[config.mk]
export PLATFORM = sky130hd
export DESIGN_NAME = formacao_inimigos
export DESIGN_NICKNAME = d
export VERILOG_FILES = /design/src/rtl/formacao_inimigos.sv
export SDC_FILE = /design/constraint.sdc
export NUM_CORES = 1
export LEC_CHECK = 0
export ABC_AREA = 1
export BUFFER_PORTS_ARGS = -buffer_cell sky130_fd_sc_hd__clkbuf_2
export CAP_MARGIN = 20
export CELL_PAD_IN_SITES_DETAIL_PLACEMENT = 0
export CELL_PAD_IN_SITES_GLOBAL_PLACEMENT = 1
export CORE_AREA = 2 2 156 158
export CTS_CLUSTER_SIZE = 10
export DETAILED_ROUTE_END_ITERATION = 12
export DIE_AREA = 0 0 158 160
export HOLD_SLACK_MARGIN = 0.05
export PLACE_DENSITY_LB_ADDON = 0.15
export REMOVE_ABC_BUFFERS = 1
export SLEW_MARGIN = 20
export SYNTH_ARGS = -nofsm -noshare
export SYNTH_HDL_FRONTEND = slang
export SYNTH_SLANG_ARGS = --single-unit
[constraint.sdc]
create_clock -name CLOCK_50 -period 15.1 [get_ports CLOCK_50]
set_input_delay 1.51 -clock CLOCK_50 [delete_from_list [all_inputs] [get_ports CLOCK_50]]
set_output_delay 1.51 -clock CLOCK_50 [all_outputs]
set_load 0.03 [all_outputs]
[src/rtl/formacao_inimigos.sv]
// Enemy formation: block movement with edge reversal and drop, speed-up on kills, shot hit test and scoring.
// Outputs are registered and update one cycle after the inputs; there is no backpressure, and pausa freezes movement and shots.
module formacao_inimigos #(
  parameter int N_COLS    = 5,
  parameter int N_ROWS    = 3,
  parameter int X0        = 100,
  parameter int Y0        = 40,
  parameter int DX        = 100,
  parameter int DY        = 40,
  parameter int LARG      = 33,
  parameter int ALT       = 24,
  parameter int STEP_X    = 4,
  parameter int STEP_Y    = 16,
  parameter int X_MAX     = 640,
  parameter int Y_LIMITE  = 400,
  parameter int PER_MIN   = 200000,
  parameter int PER_PASSO = 50000
) (
  input  logic                     CLOCK_50,
  input  logic                     reset,
  input  logic                     pausa,
  input  logic                     reiniciarJogo,
  input  logic                     tiro_valido,
  input  logic [9:0]               tiro_x,
  input  logic [9:0]               tiro_y,
  output logic [9:0]               form_x,
  output logic [9:0]               form_y,
  output logic [N_ROWS*N_COLS-1:0] vivo,
  output logic                     acerto,
  output logic [4:0]               acerto_idx,
  output logic [15:0]              pontos,
  output logic                     todos_mortos,
  output logic                     invadiu
);

  localparam int N = N_ROWS * N_COLS;

  typedef enum logic {ESQUERDA, DIREITA} sentido_t;

  sentido_t          sentido, prox_sentido;
  logic [31:0]       cnt, periodo;
  logic [5:0]        n_vivos;
  logic [N_COLS-1:0] col_viva;
  logic [N_ROWS-1:0] lin_viva;
  logic [3:0]        cmax, cmin;
  logic [2:0]        rmax;
  logic              conta, passo, invasao;
  logic [10:0]       fx11, fy11, tx11, ty11, borda_dir, borda_esq;
  logic [9:0]        prox_fx, prox_fy;
  logic [10:0]       ex, ey;
  logic              acha;
  logic [4:0]        acha_idx;
  logic [15:0]       acha_pts;
  logic [N-1:0]      mata;
  logic [16:0]       soma;

  assign fx11 = {1'b0, form_x};
  assign fy11 = {1'b0, form_y};
  assign tx11 = {1'b0, tiro_x};
  assign ty11 = {1'b0, tiro_y};

  always_comb begin
    n_vivos  = '0;
    col_viva = '0;
    lin_viva = '0;
    for (int i = 0; i < N; i++) begin
      n_vivos = n_vivos + 6'(vivo[i]);
      if (vivo[i]) begin
        col_viva[i % N_COLS] = 1'b1;
        lin_viva[i / N_COLS] = 1'b1;
      end
    end
  end

  // Extents of the live block; all default to 0 when nobody is left.
  always_comb begin
    cmax = '0;
    cmin = '0;
    rmax = '0;
    for (int c = 0; c < N_COLS; c++)
      if (col_viva[c]) cmax = 4'(c);
    for (int c = N_COLS - 1; c >= 0; c--)
      if (col_viva[c]) cmin = 4'(c);
    for (int r = 0; r < N_ROWS; r++)
      if (lin_viva[r]) rmax = 3'(r);
  end

  assign periodo = 32'(PER_MIN) + 32'(n_vivos) * 32'(PER_PASSO);
  assign conta   = !pausa && !todos_mortos && !invadiu;
  assign passo   = conta && (cnt >= periodo - 32'd1);

  assign borda_dir = fx11 + 11'(int'(cmax) * DX) + 11'(LARG + STEP_X);
  assign borda_esq = fx11 + 11'(int'(cmin) * DX);

  always_comb begin
    prox_fx      = form_x;
    prox_fy      = form_y;
    prox_sentido = sentido;
    if (sentido == DIREITA) begin
      if (borda_dir > 11'(X_MAX)) begin
        prox_sentido = ESQUERDA;
        prox_fy      = form_y + 10'(STEP_Y);
      end else begin
        prox_fx = form_x + 10'(STEP_X);
      end
    end else begin
      if (borda_esq < 11'(STEP_X)) begin
        prox_sentido = DIREITA;
        prox_fy      = form_y + 10'(STEP_Y);
      end else begin
        prox_fx = form_x - 10'(STEP_X);
      end
    end
  end

  assign invasao = ({1'b0, prox_fy} + 11'(int'(rmax) * DY) + 11'(ALT)) >= 11'(Y_LIMITE);

  // Scan from index 0 upward so the lowest live enemy under the shot wins.
  always_comb begin
    acha     = 1'b0;
    acha_idx = '0;
    acha_pts = '0;
    mata     = '0;
    ex       = '0;
    ey       = '0;
    if (tiro_valido && !pausa && !todos_mortos) begin
      for (int i = 0; i < N; i++) begin
        ex = fx11 + 11'((i % N_COLS) * DX);
        ey = fy11 + 11'((i / N_COLS) * DY);
        if (!acha && vivo[i] && tx11 >= ex && tx11 < ex + 11'(LARG) &&
            ty11 >= ey && ty11 < ey + 11'(ALT)) begin
          acha     = 1'b1;
          acha_idx = 5'(i);
          acha_pts = 16'(10 * (N_ROWS - i / N_COLS));
          mata[i]  = 1'b1;
        end
      end
    end
  end

  assign soma = {1'b0, pontos} + {1'b0, acha_pts};

  always_ff @(posedge CLOCK_50 or negedge reset) begin
    if (!reset) begin
      form_x       <= 10'(X0);
      form_y       <= 10'(Y0);
      vivo         <= '1;
      pontos       <= '0;
      acerto       <= 1'b0;
      acerto_idx   <= '0;
      todos_mortos <= 1'b0;
      invadiu      <= 1'b0;
      sentido      <= DIREITA;
      cnt          <= '0;
    end else if (reiniciarJogo) begin
      form_x       <= 10'(X0);
      form_y       <= 10'(Y0);
      vivo         <= '1;
      pontos       <= '0;
      acerto       <= 1'b0;
      acerto_idx   <= '0;
      todos_mortos <= 1'b0;
      invadiu      <= 1'b0;
      sentido      <= DIREITA;
      cnt          <= '0;
    end else begin
      acerto <= acha;
      if (acha) begin
        vivo       <= vivo & ~mata;
        acerto_idx <= acha_idx;
        pontos     <= soma[16] ? 16'hFFFF : soma[15:0];
      end
      todos_mortos <= (vivo == '0);
      if (conta) begin
        if (passo) begin
          cnt     <= '0;
          form_x  <= prox_fx;
          form_y  <= prox_fy;
          sentido <= prox_sentido;
          if (invasao) invadiu <= 1'b1;
        end else begin
          cnt <= cnt + 32'd1;
        end
      end
    end
  end

endmodule

==> flow_summary.ini <==
[status]
status = complete, no violations

[timing]
rsz0062_at_grt = no
fin_crit_sh_pct = 60.9
slew_violations = 0
worst-slew-pin-transition_ns = 0.904
fin_crit_ns = 9.20
setup_violations = 0
fin_tns_setup_ns = 0
setup_ws_ns = 5.90
relSlewSlack_pct = 39.6
skew_ns = 0.00887
max_freq_mhz = 109
hold_viol_final = 0

[global_routing]
grt_max_degree = 47
grt_antenna_before_repair = 0
overflow = 0
track_usage_pct = 24.5
grt_pass1_wl_um = 49600
grt_pass1_vias = 9818

[cts]
path_clk_slew_ns = 0.06
htreeDepth = 3
cts_tree = yes
cts_max_path_buffers = 2
cts_buffers = 9
clock_latency_ns = 0.36
hold_buffers = 0
cts.sinks = 86
post-cts-setup-buffers = 0
cts_resized = 0
cts_root_buffer = clkbuf_16

[floorplanning]
die_area_um2 = 25300
core_area_um2 = 23800
die_w_um = 158
rows = 57
io-pin-count = 84
start_util_pct = 48.9
die_h_um = 160

[detailed_routing]
top_layer_used = met4
routedWlPerCell_um = 14.9
vias = 10300
postRouteAntennaNets = 0
dr_wl_met3_um = 1160
drt_iter0_drc = 533
wl_met2_um = 13500
wl_um = 29600
viasPerCell = 5.18
drt_pre_antenna_iters = 5
m1WireLength_um = 14400
route.detailed.drc = 0

[cells_and_area]
final_cell_area_um2 = 12600
area_growth_pct = 7.81
fin_nets = 1908
antenna_cells = 0
layout-drive-gt1-share_pct = 11.6
layout.cells.non_filler = 1984

[setup_path]
path_common_cell = fa_1
slowest_delay_ns = 0.77
crit_path_start_kind = flip-flop
end_kind = flip-flop
arrival_ns = 9.44
path_max_fanout = 27
crit_type = reg -> reg
cpMaxStageDelayCell = clkinv_1
cp.required_ns = 15.35

[place]
place_hpwl_um = 23400
dp.cells = 1968
placed_area_um2 = 12200
gp_congestion = 0.831
pre_cts_slack_ns = 5.88
portBuffers = 75

[yosys]
yosysWarnings = 0
synth_common_cells = 337 x nand2_1, 222 x inv_1, 212 x ha_1
synth_area_leaders = ha_1 23%, dfrtp_1 14%, nand2_1 11%, inv_1 7.2%, xor2_1 5.5%
synth.distinct_cells = 60
async_reset_ff_share_pct = 100
ys.flop_type = dfrtp_1
ys_ff_latch = 86
synth_edf_count = 0
postSynthCellCount = 1597
synth_most_common_cell = nand2_1
syn_area_per_cell_um2 = 7.29
netlist_area_um2 = 11600
yosysSeqAreaShare_pct = 18.7
yosysTopAreaCellShare_pct = 22.8
synth_area_leader_cell = ha_1

[pwr]
max-vdd-ir-drop_mv = 0.253
p_leak_nw = 6.68
p_total_w = 0.00301
p_per_area_nw_per_um2 = 240

[job]
maxCapViolCount = 0

[worst_hold_path]
hp-class = reg -> reg
## per-stage QoR
step	utilization (%)	hold slack, ns
floorplan	-	0.460
CTS	52.7	0.492
finish	52.7	0.490
global placement	51.4	0.469
global route	52.7	0.517
detailed placement	51.4	0.474
## critical path: cells and delay by family, from the launching register on
| kind | cells | cell delay [ns] |
|---|---|---|
| adder cells (fa/ha/maj) | 11 | 4.59 |
| AND/OR/NAND/NOR | 14 | 1.58 |
| buffers and inverters | 7 | 1.19 |
| AO/OA/AOI/OAI | 4 | 0.89 |
| flip-flops | 1 | 0.57 |
| XOR/XNOR | 1 | 0.26 |
## power by group
group | internal [W] | switching [W] | leakage, nW
sequential | 0.000269 | 0.0000878 | 1.12
clock | 0.000150 | 0.000100 | 0.160
combinational | 0.000910 | 0.00150 | 5.40
total | 0.00133 | 0.00168 | 6.68
## layout by cell type, fill, tap and decap left out, drive strengths merged, types with 4 or more instances in the layout
cell / instances
nand3b: 7
and2: 5
inv: 234
nand3: 99
o21a: 6
dfstp: 21
a21oi: 80
xor2: 78
nand2: 348
nor4: 10
nor2: 135
ha: 212
a21o: 9
xnor2: 23
conb: 8
fa: 16
or2: 12
buf: 4
nand4: 45
o21ai: 79
o21bai: 7
o22ai: 7
nor3: 37
clkbuf: 85
dfrtp: 65
## state kept, by name, indices dropped and copies added, names as in the netlist
| signal | count |
|---|---|
| todos_mortos | 1 |
| cnt | 32 |
| vivo | 15 |
| form_y | 7 |
| invadiu | 1 |
| form_x | 8 |
| pontos | 16 |
| acerto_idx | 4 |
| sentido | 1 |
| acerto | 1 |
## per-layer routing
metal	global-route usage, %	up-vias
li1	-	5364
met1	34.1	4717
met2	40.2	172
met3	3.58	32
met4	5.57	0
met5	0	-
## kinds of logic (layout without fill, tap and decap cells)
family          count (synthesis)  count (layout)  share of synthesized area [%]
compound gates                207             207                           10.1
other cells                     2               8                         0.0645
fa+ha+maj                     228             228                           25.5
mux                             1               1                         0.0859
simple gates                  701             701                           27.9
buf+inv                       271             328                           9.68
flops                          86              86                           18.7
xor+xnor                      101             101                           7.92
## layout make-up
| class | count | area, µm² |
|---|---|---|
| Sequential cell | 86 | 2180 |
| Multi-Input combinational cell | 1246 | 8370 |
| Timing Repair Buffer | 78 | 400 |
| Inverter | 234 | 883 |
| Clock inverter | 5 | 82.6 |
| Tap cell | 324 | 405 |
| Fill cell | 2423 | 11300 |
| Clock buffer | 11 | 243 |
## final timing paths
kind	from	end	slack (ns)	depth (start not counted)
max	vivo[5]	form_y[9]	5.90	37
min	pontos[0]	pontos[0]	0.49	2
max reg2reg	vivo[5]	form_y[9]	5.90	37
min reg2reg	pontos[0]	pontos[0]	0.49	2
max in group asynchronous	reset	cnt[21]	12.95	2
min in group asynchronous	reset	cnt[27]	1.15	1
(Power assumes the default switching activity.)
